===== config.mk =====
export PLATFORM = sky130hd
export DESIGN_NAME = trap_controller
export DESIGN_NICKNAME = d
export VERILOG_FILES = /design/src/rtl/trap_controller.sv
export SDC_FILE = /design/constraint.sdc
export NUM_CORES = 1
export LEC_CHECK = 0
export CORE_UTILIZATION = 57
export DETAILED_ROUTE_END_ITERATION = 6
export GPL_TIMING_DRIVEN = 0
export HOLD_SLACK_MARGIN = 0.1
export PLACE_DENSITY = 0.84
export SLEW_MARGIN = 20
export SYNTH_ARGS = -nofsm -noshare
export SYNTH_HDL_FRONTEND = slang
export SYNTH_SLANG_ARGS = --single-unit

===== constraint.sdc =====
create_clock -name i_clk -period 13.8 [get_ports i_clk]
set_input_delay 1.38 -clock i_clk [delete_from_list [all_inputs] [get_ports i_clk]]
set_output_delay 1.38 -clock i_clk [all_outputs]
set_load 0.05 [all_outputs]

===== src/rtl/trap_controller.sv =====
// M/U-mode trap unit: decodes ecall/ebreak/mret/illegal, arbitrates interrupts, owns the trap CSRs
// and privilege mode, and sequences a two-cycle flush/redirect towards fetch.
module trap_controller #(
   parameter int XLEN      = 32,
   parameter int NUM_IRQ   = 3,
   parameter bit U_MODE_EN = 1'b1
) (
   input  logic               i_clk,
   input  logic               i_rst,
   input  logic               i_valid,
   input  logic [1:0]         i_EXCOp,
   input  logic [2:0]         i_funct3,
   input  logic [11:0]        i_funct12,
   input  logic [XLEN-1:0]    i_pc,
   input  logic [XLEN-1:0]    i_tval,
   input  logic [NUM_IRQ-1:0] i_irq,
   input  logic               i_csrWe,
   input  logic [11:0]        i_csrAddr,
   input  logic [XLEN-1:0]    i_csrWdata,
   output logic [XLEN-1:0]    o_csrRdata,
   output logic               o_flush,
   output logic               o_stall,
   output logic               o_redirect,
   output logic [XLEN-1:0]    o_redirectPc,
   output logic [1:0]         o_nowPrivMode
);

   localparam logic [1:0] PRIV_M  = 2'b11;
   localparam logic [1:0] PRIV_U  = 2'b00;
   localparam logic [1:0] MPP_RET = U_MODE_EN ? PRIV_U : PRIV_M;

   typedef enum logic [1:0] {S_IDLE, S_TRAP, S_REDIR} state_t;

   // irq[0..2] are the standard MSI/MTI/MEI lines; the rest map onto platform causes from 16.
   function automatic logic [4:0] irq_cause(input int k);
      if (k == 0)      return 5'd3;
      else if (k == 1) return 5'd7;
      else if (k == 2) return 5'd11;
      else             return 5'(16 + k - 3);
   endfunction

   function automatic logic [XLEN-1:0] irq_bits();
      logic [XLEN-1:0] m;
      m = '0;
      for (int k = 0; k < NUM_IRQ; k++) m[irq_cause(k)] = 1'b1;
      return m;
   endfunction

   localparam logic [XLEN-1:0] MIE_MASK = irq_bits();

   state_t            state_q, state_d;
   logic [1:0]        priv_q, mpp_q;
   logic              mstatus_mie_q, mstatus_mpie_q;
   logic [XLEN-1:0]   mepc_q, mcause_q, mtval_q, mtvec_q, mie_q;
   logic              pend_mret_q, pend_intr_q;
   logic [4:0]        pend_cause_q;
   logic [XLEN-1:0]   pend_pc_q, pend_tval_q;

   logic              irq_pend, irq_en, take_irq, exc, illegal, mret_req, event_req, csr_we_eff;
   logic [4:0]        irq_sel, exc_cause;
   logic [XLEN-1:0]   exc_tval, trap_base, redirect_target;

   // Later (higher-index) lines overwrite earlier ones, so the highest pending index wins.
   always_comb begin
      // NOTE: every always_comb output gets a default first so no path leaves it unassigned (latch).
      irq_pend = 1'b0;
      irq_sel  = '0;
      for (int k = 0; k < NUM_IRQ; k++) begin
         if (i_irq[k] && mie_q[irq_cause(k)]) begin
            irq_pend = 1'b1;
            irq_sel  = irq_cause(k);
         end
      end
   end

   assign irq_en   = (priv_q == PRIV_M && mstatus_mie_q) || (priv_q == PRIV_U);
   assign take_irq = i_valid && (state_q == S_IDLE) && irq_pend && irq_en;

   always_comb begin
      exc       = 1'b0;
      illegal   = 1'b0;
      mret_req  = 1'b0;
      exc_cause = '0;
      exc_tval  = '0;
      if (i_valid && state_q == S_IDLE) begin
         case (i_EXCOp)
            2'b10: illegal = 1'b1;
            2'b01: begin
               if (i_funct3 == 3'b000) begin
                  case (i_funct12)
                     12'h000: begin
                        exc       = 1'b1;
                        exc_cause = (priv_q == PRIV_U) ? 5'd8 : 5'd11;
                     end
                     12'h001: begin
                        exc       = 1'b1;
                        exc_cause = 5'd3;
                        exc_tval  = i_pc;
                     end
                     12'h302: begin
                        if (priv_q == PRIV_M) mret_req = 1'b1;
                        else                  illegal  = 1'b1;
                     end
                     default: illegal = 1'b1;
                  endcase
               end
            end
            default: ;
         endcase
      end
      if (illegal) begin
         exc       = 1'b1;
         exc_cause = 5'd2;
         exc_tval  = i_tval;
      end
   end

   assign event_req  = take_irq || exc || mret_req;
   assign csr_we_eff = i_csrWe && (state_q == S_IDLE) && !event_req;

   always_ff @(posedge i_clk or posedge i_rst) begin
      if (i_rst) begin
         state_q <= S_IDLE;
      end else begin
         // NOTE: sequential state uses non-blocking assignments so every flop samples pre-edge values.
         state_q <= state_d;
      end
   end

   always_comb begin
      state_d = state_q;
      case (state_q)
         S_IDLE:  if (event_req) state_d = S_TRAP;
         S_TRAP:  state_d = S_REDIR;
         S_REDIR: state_d = S_IDLE;
         default: state_d = S_IDLE;
      endcase
   end

   assign trap_base = {mtvec_q[XLEN-1:2], 2'b00};

   always_comb begin
      redirect_target = trap_base;
      if (pend_mret_q)
         redirect_target = mepc_q;
      else if (mtvec_q[1:0] == 2'b01 && pend_intr_q)
         redirect_target = trap_base + {{(XLEN-7){1'b0}}, pend_cause_q, 2'b00};
   end

   always_comb begin
      o_flush      = (state_q == S_TRAP);
      o_stall      = (state_q != S_IDLE);
      o_redirect   = (state_q == S_REDIR);
      o_redirectPc = (state_q == S_REDIR) ? redirect_target : '0;
   end

   // Snapshot of the triggering instruction; consumed by the TRAP and REDIR cycles.
   always_ff @(posedge i_clk or posedge i_rst) begin
      if (i_rst) begin
         pend_mret_q  <= 1'b0;
         pend_intr_q  <= 1'b0;
         pend_cause_q <= '0;
         pend_pc_q    <= '0;
         pend_tval_q  <= '0;
      end else if (state_q == S_IDLE && event_req) begin
         pend_mret_q  <= mret_req && !take_irq;
         pend_intr_q  <= take_irq;
         pend_cause_q <= take_irq ? irq_sel : exc_cause;
         pend_pc_q    <= i_pc;
         pend_tval_q  <= take_irq ? '0 : exc_tval;
      end
   end

   always_ff @(posedge i_clk or posedge i_rst) begin
      if (i_rst) begin
         priv_q         <= PRIV_M;
         mpp_q          <= PRIV_M;
         mstatus_mie_q  <= 1'b0;
         mstatus_mpie_q <= 1'b0;
         mepc_q         <= '0;
         mcause_q       <= '0;
         mtval_q        <= '0;
         mtvec_q        <= '0;
         mie_q          <= '0;
      end else if (state_q == S_TRAP) begin
         if (pend_mret_q) begin
            mstatus_mie_q  <= mstatus_mpie_q;
            mstatus_mpie_q <= 1'b1;
            priv_q         <= U_MODE_EN ? mpp_q : PRIV_M;
            mpp_q          <= MPP_RET;
         end else begin
            mepc_q         <= {pend_pc_q[XLEN-1:2], 2'b00};
            mcause_q       <= {pend_intr_q, {(XLEN-6){1'b0}}, pend_cause_q};
            mtval_q        <= pend_tval_q;
            mstatus_mpie_q <= mstatus_mie_q;
            mstatus_mie_q  <= 1'b0;
            mpp_q          <= priv_q;
            priv_q         <= PRIV_M;
         end
      end else if (csr_we_eff) begin
         case (i_csrAddr)
            12'h300: begin
               mstatus_mie_q  <= i_csrWdata[3];
               mstatus_mpie_q <= i_csrWdata[7];
               mpp_q          <= (U_MODE_EN && i_csrWdata[12:11] != 2'b11) ? PRIV_U : PRIV_M;
            end
            12'h304: mie_q    <= i_csrWdata & MIE_MASK;
            12'h305: mtvec_q  <= i_csrWdata;
            12'h341: mepc_q   <= {i_csrWdata[XLEN-1:2], 2'b00};
            12'h342: mcause_q <= i_csrWdata;
            12'h343: mtval_q  <= i_csrWdata;
            default: ;
         endcase
      end
   end

   always_comb begin
      o_csrRdata = '0;
      case (i_csrAddr)
         12'h300: begin
            o_csrRdata[3]     = mstatus_mie_q;
            o_csrRdata[7]     = mstatus_mpie_q;
            o_csrRdata[12:11] = mpp_q;
         end
         12'h304: o_csrRdata = mie_q;
         12'h305: o_csrRdata = mtvec_q;
         12'h341: o_csrRdata = mepc_q;
         12'h342: o_csrRdata = mcause_q;
         12'h343: o_csrRdata = mtval_q;
         12'h344: for (int k = 0; k < NUM_IRQ; k++) o_csrRdata[irq_cause(k)] = i_irq[k];
         default: ;
      endcase
   end

   assign o_nowPrivMode = priv_q;

endmodule


==> metrics.txt <==
Post-synth top cells=dfrtp_1, nand2_1, nor2_1; row count=49; Top FF cell, synth=dfrtp_1; Yosys reg bits=205; n_diodes=0; fin worst setup slack=7.64 ns; Die X=139 µm; CTS tree=built; post-synth cell types=68; fillcell total=1258; CP required=12.42 ns; GRT Total Usage=36.7%; R2R Setup Slk=10.42 ns; slowest cell delay on critical path=0.89 ns; Yosys top cell area share=47.2%; cell count after synthesis=1051; Resized Gates After CTS=0; Worst setup EP type=primary output; sequential share of the synthesized area=48.2%; number of synthesized flops with an enable pin=0; hpwl dp=24800 µm; highest clock rate=162 MHz; vias after detailed routing=9814; area of the multi-input gates=5010 µm²; power per cell area=128 nW/µm²; CTS Sinks=205; register area=5130 µm²; top post-synthesis cells by area=dfrtp_1, mux2_2, mux2i_1; critical path peak fanout=10; WL/cell=23.1 µm; reg-to-reg endpoint=pend_pc_q[11]$_DFFE_PP0P_; gr ovfl total=0; I/O Buffers=197; initial drt markers=1154; initial antenna violation count=0; failing checks=design-rule violations; vias in the first global route=9895; Ys Warns=0; Placed Cells=1480; GP Congestion=0.954; Clock Tree Root=clkbuf_16; CTS Hold Bufs=0; Lkg Pwr=0.00575 µW; CTS HTree Levels=1; critical path arrival=4.78 ns; first-pass GRT wire length=54600 µm; drt total wl=35100 µm; Hold Path Sink=o_nowPrivMode[0]$_DFFE_PP1P_; Tmin final=6.16 ns; most frequent cell after synthesis=dfrtp_1; RR Startpoint=mie_q[11]$_DFFE_PP0P_; die height=139 µm; share of layout cells above drive strength 1=10.3%; worst slew pin tran=1.05 ns; critical-path cell list=clkdlybuf4s50_1 -> nor4bb_1 -> and2_1 -> clkbuf_1 -> clkbuf_1 -> a22oi_1 -> o21ai_0 -> clkdlybuf4s50_1; status=complete, but fails checks; Starting Density=58.7%; Final Total Pwr=1750 µW; Setup TNS Final=0 ns; synthesized area per cell=10.1 µm²; largest net degree at the start of global routing=79; area leader, netlist=dfrtp_1; maximum clock path buffer count=3; Worst Clk Skew=0.0113 ns; worst r2r path cells=7; Setup Fix Bufs, Post-CTS=0; Setup WS pre-CTS=7.72 ns; P&R area growth vs syn=28.4%; Ports=201; Final period util=44.6%; CTS buffer count=22; max cap viols=0; Worst-Skew Late Latency=0.52 ns; Final #Nets=1414; Critical Path Start Type=input pin; die area=19200 µm²; Hold Crit Class=flop to flop; DR DRC count=11; Slew Limit Fails=0; final cell count without fillers=1518; RSZ-0062 raised after global routing=false; DRT Pass-1 Iters=7; Post-synth ARST share=100%; count of final hold-check violations=0; clk slew on worst S/H paths=0.06 ns; Setup CP Type=input pin to primary output; Mapped Area=10700 µm²; Setup violations, final=0; worst hold path depth=2; Slew Limit Headroom=30.0%; worst setup path start=i_csrAddr[6]; Final ANT Viol Nets=0; core area=18100 µm²; Hold Startpoint=mpp_q[0]$_DFFE_PP1P_; vias per cell=6.47; Crit-path slowest cell=clkdlybuf4s50_1; peak supply drop=100 µV
[cells by family (layout without fill, tap and decap cells)]
kind of cell | count (synthesis) | in the layout | synth area share, %
other cells | 1 | 2 | 0.0352
simple gates | 264 | 264 | 11.8
compound gates | 284 | 284 | 18.3
fa+ha+maj | 7 | 7 | 0.892
xor+xnor | 27 | 27 | 2.22
mux | 137 | 137 | 13.7
buf+inv | 126 | 363 | 4.79
flops | 205 | 205 | 48.2
[through the flow]
| step | util, % | hold slack, ns | area (µm²) |
|---|---|---|---|
| 2_1_floorplan | - | 0.467 | 10700 |
| 3_3_place_gp | 71.2 | 0.473 | 12900 |
| 3_5_place_dp | 71.5 | 0.483 | 13000 |
| 4_1_cts | 75.4 | 0.491 | 13700 |
| 5_1_grt | 75.4 | 0.517 | 13700 |
| 6_report | 75.4 | 0.497 | 13700 |
[where the power goes]
group	leakage [µW]	internal [µW]	total, µW	switching (µW)
clock	0.000347	335	578	243
sequential	0.00254	753	862	109
combinational	0.00286	166	307	141
total	0.00575	1250	1750	493
[worst max-delay path: cells and delay by family]
| kind | cells | cell delay (ns) |
|---|---|---|
| AOI/OAI and AO/OA | 2 | 0.43 |
| buffers and inverters | 4 | 2.29 |
| and+or+nand+nor | 2 | 0.67 |
[sequential cells by signal, summed over array words and instances (netlist names), 2 cells and up]
signal / cells
mtval_q: 32
pend_tval_q: 32
pend_cause_q: 4
mie_q: 3
mcause_q: 32
mepc_q: 30
mtvec_q: 32
mpp_q: 2
state_q: 2
pend_pc_q: 30
o_nowPrivMode: 2
[per-layer routing]
layer | routed length [µm] | track usage (%) | share of wire, %
met1 | 13600 | 48.1 | 39
met2 | 16300 | 58.9 | 47
met3 | 3950 | 9.32 | 11
met4 | 1180 | 13.9 | 3.4
met5 | 0 | 0 | 0
[cell type report]
| class | count | area share [%] |
|---|---|---|
| Buffer | 79 | 2.44 |
| Inverter | 47 | 1.34 |
| Sequential cell | 205 | 37.5 |
| Multi-Input combinational cell | 721 | 36.6 |
| Timing Repair Buffer | 199 | 14.8 |
| Clock buffer | 33 | 4.92 |
| Tap cell | 229 | 2.09 |
| Clock inverter | 5 | 0.201 |
[layout by cell type, fill, tap and decap left out, types with 4 or more instances in the layout]
cell type and n:
dfrtp_1 201, clkdlybuf4s50_1 197, nand2_1 112, nor2_1 69, mux2_2 68, mux2i_1 67
clkbuf_1 64, a21oi_1 60, o21ai_0 58, inv_1 44, a222oi_1 35, o22a_1 29
o21a_1 29, a22oi_1 27, clkbuf_16 23, nand3_1 18, xnor2_1 18, nand4_1 12
o21ai_1 11, buf_2 9, xor2_1 9, and3_1 8, nor3_1 7, a31oi_1 6
ha_1 6, clkbuf_8 6, buf_4 5, and2_1 5, and4b_1 4, buf_1 4
a211oi_1 4, o211ai_1 4, clkinv_2 4, dfstp_2 4
[how the worst max path moves through the flow]
stage | slack (ns) | end | cells after the start
2_1_floorplan | 6.83 | mcause_q[0]$_DFFE_PP0P_ | 1
3_3_place_gp | 4.25 | pend_tval_q[24]$_DFFE_PP0P_ | 2
3_5_place_dp | 7.72 | o_csrRdata[2] | 8
4_1_cts | 7.74 | o_csrRdata[2] | 8
5_1_grt | 7.44 | o_csrRdata[4] | 9
6_report | 7.64 | o_csrRdata[5] | 8
(Power assumes the default switching activity.)
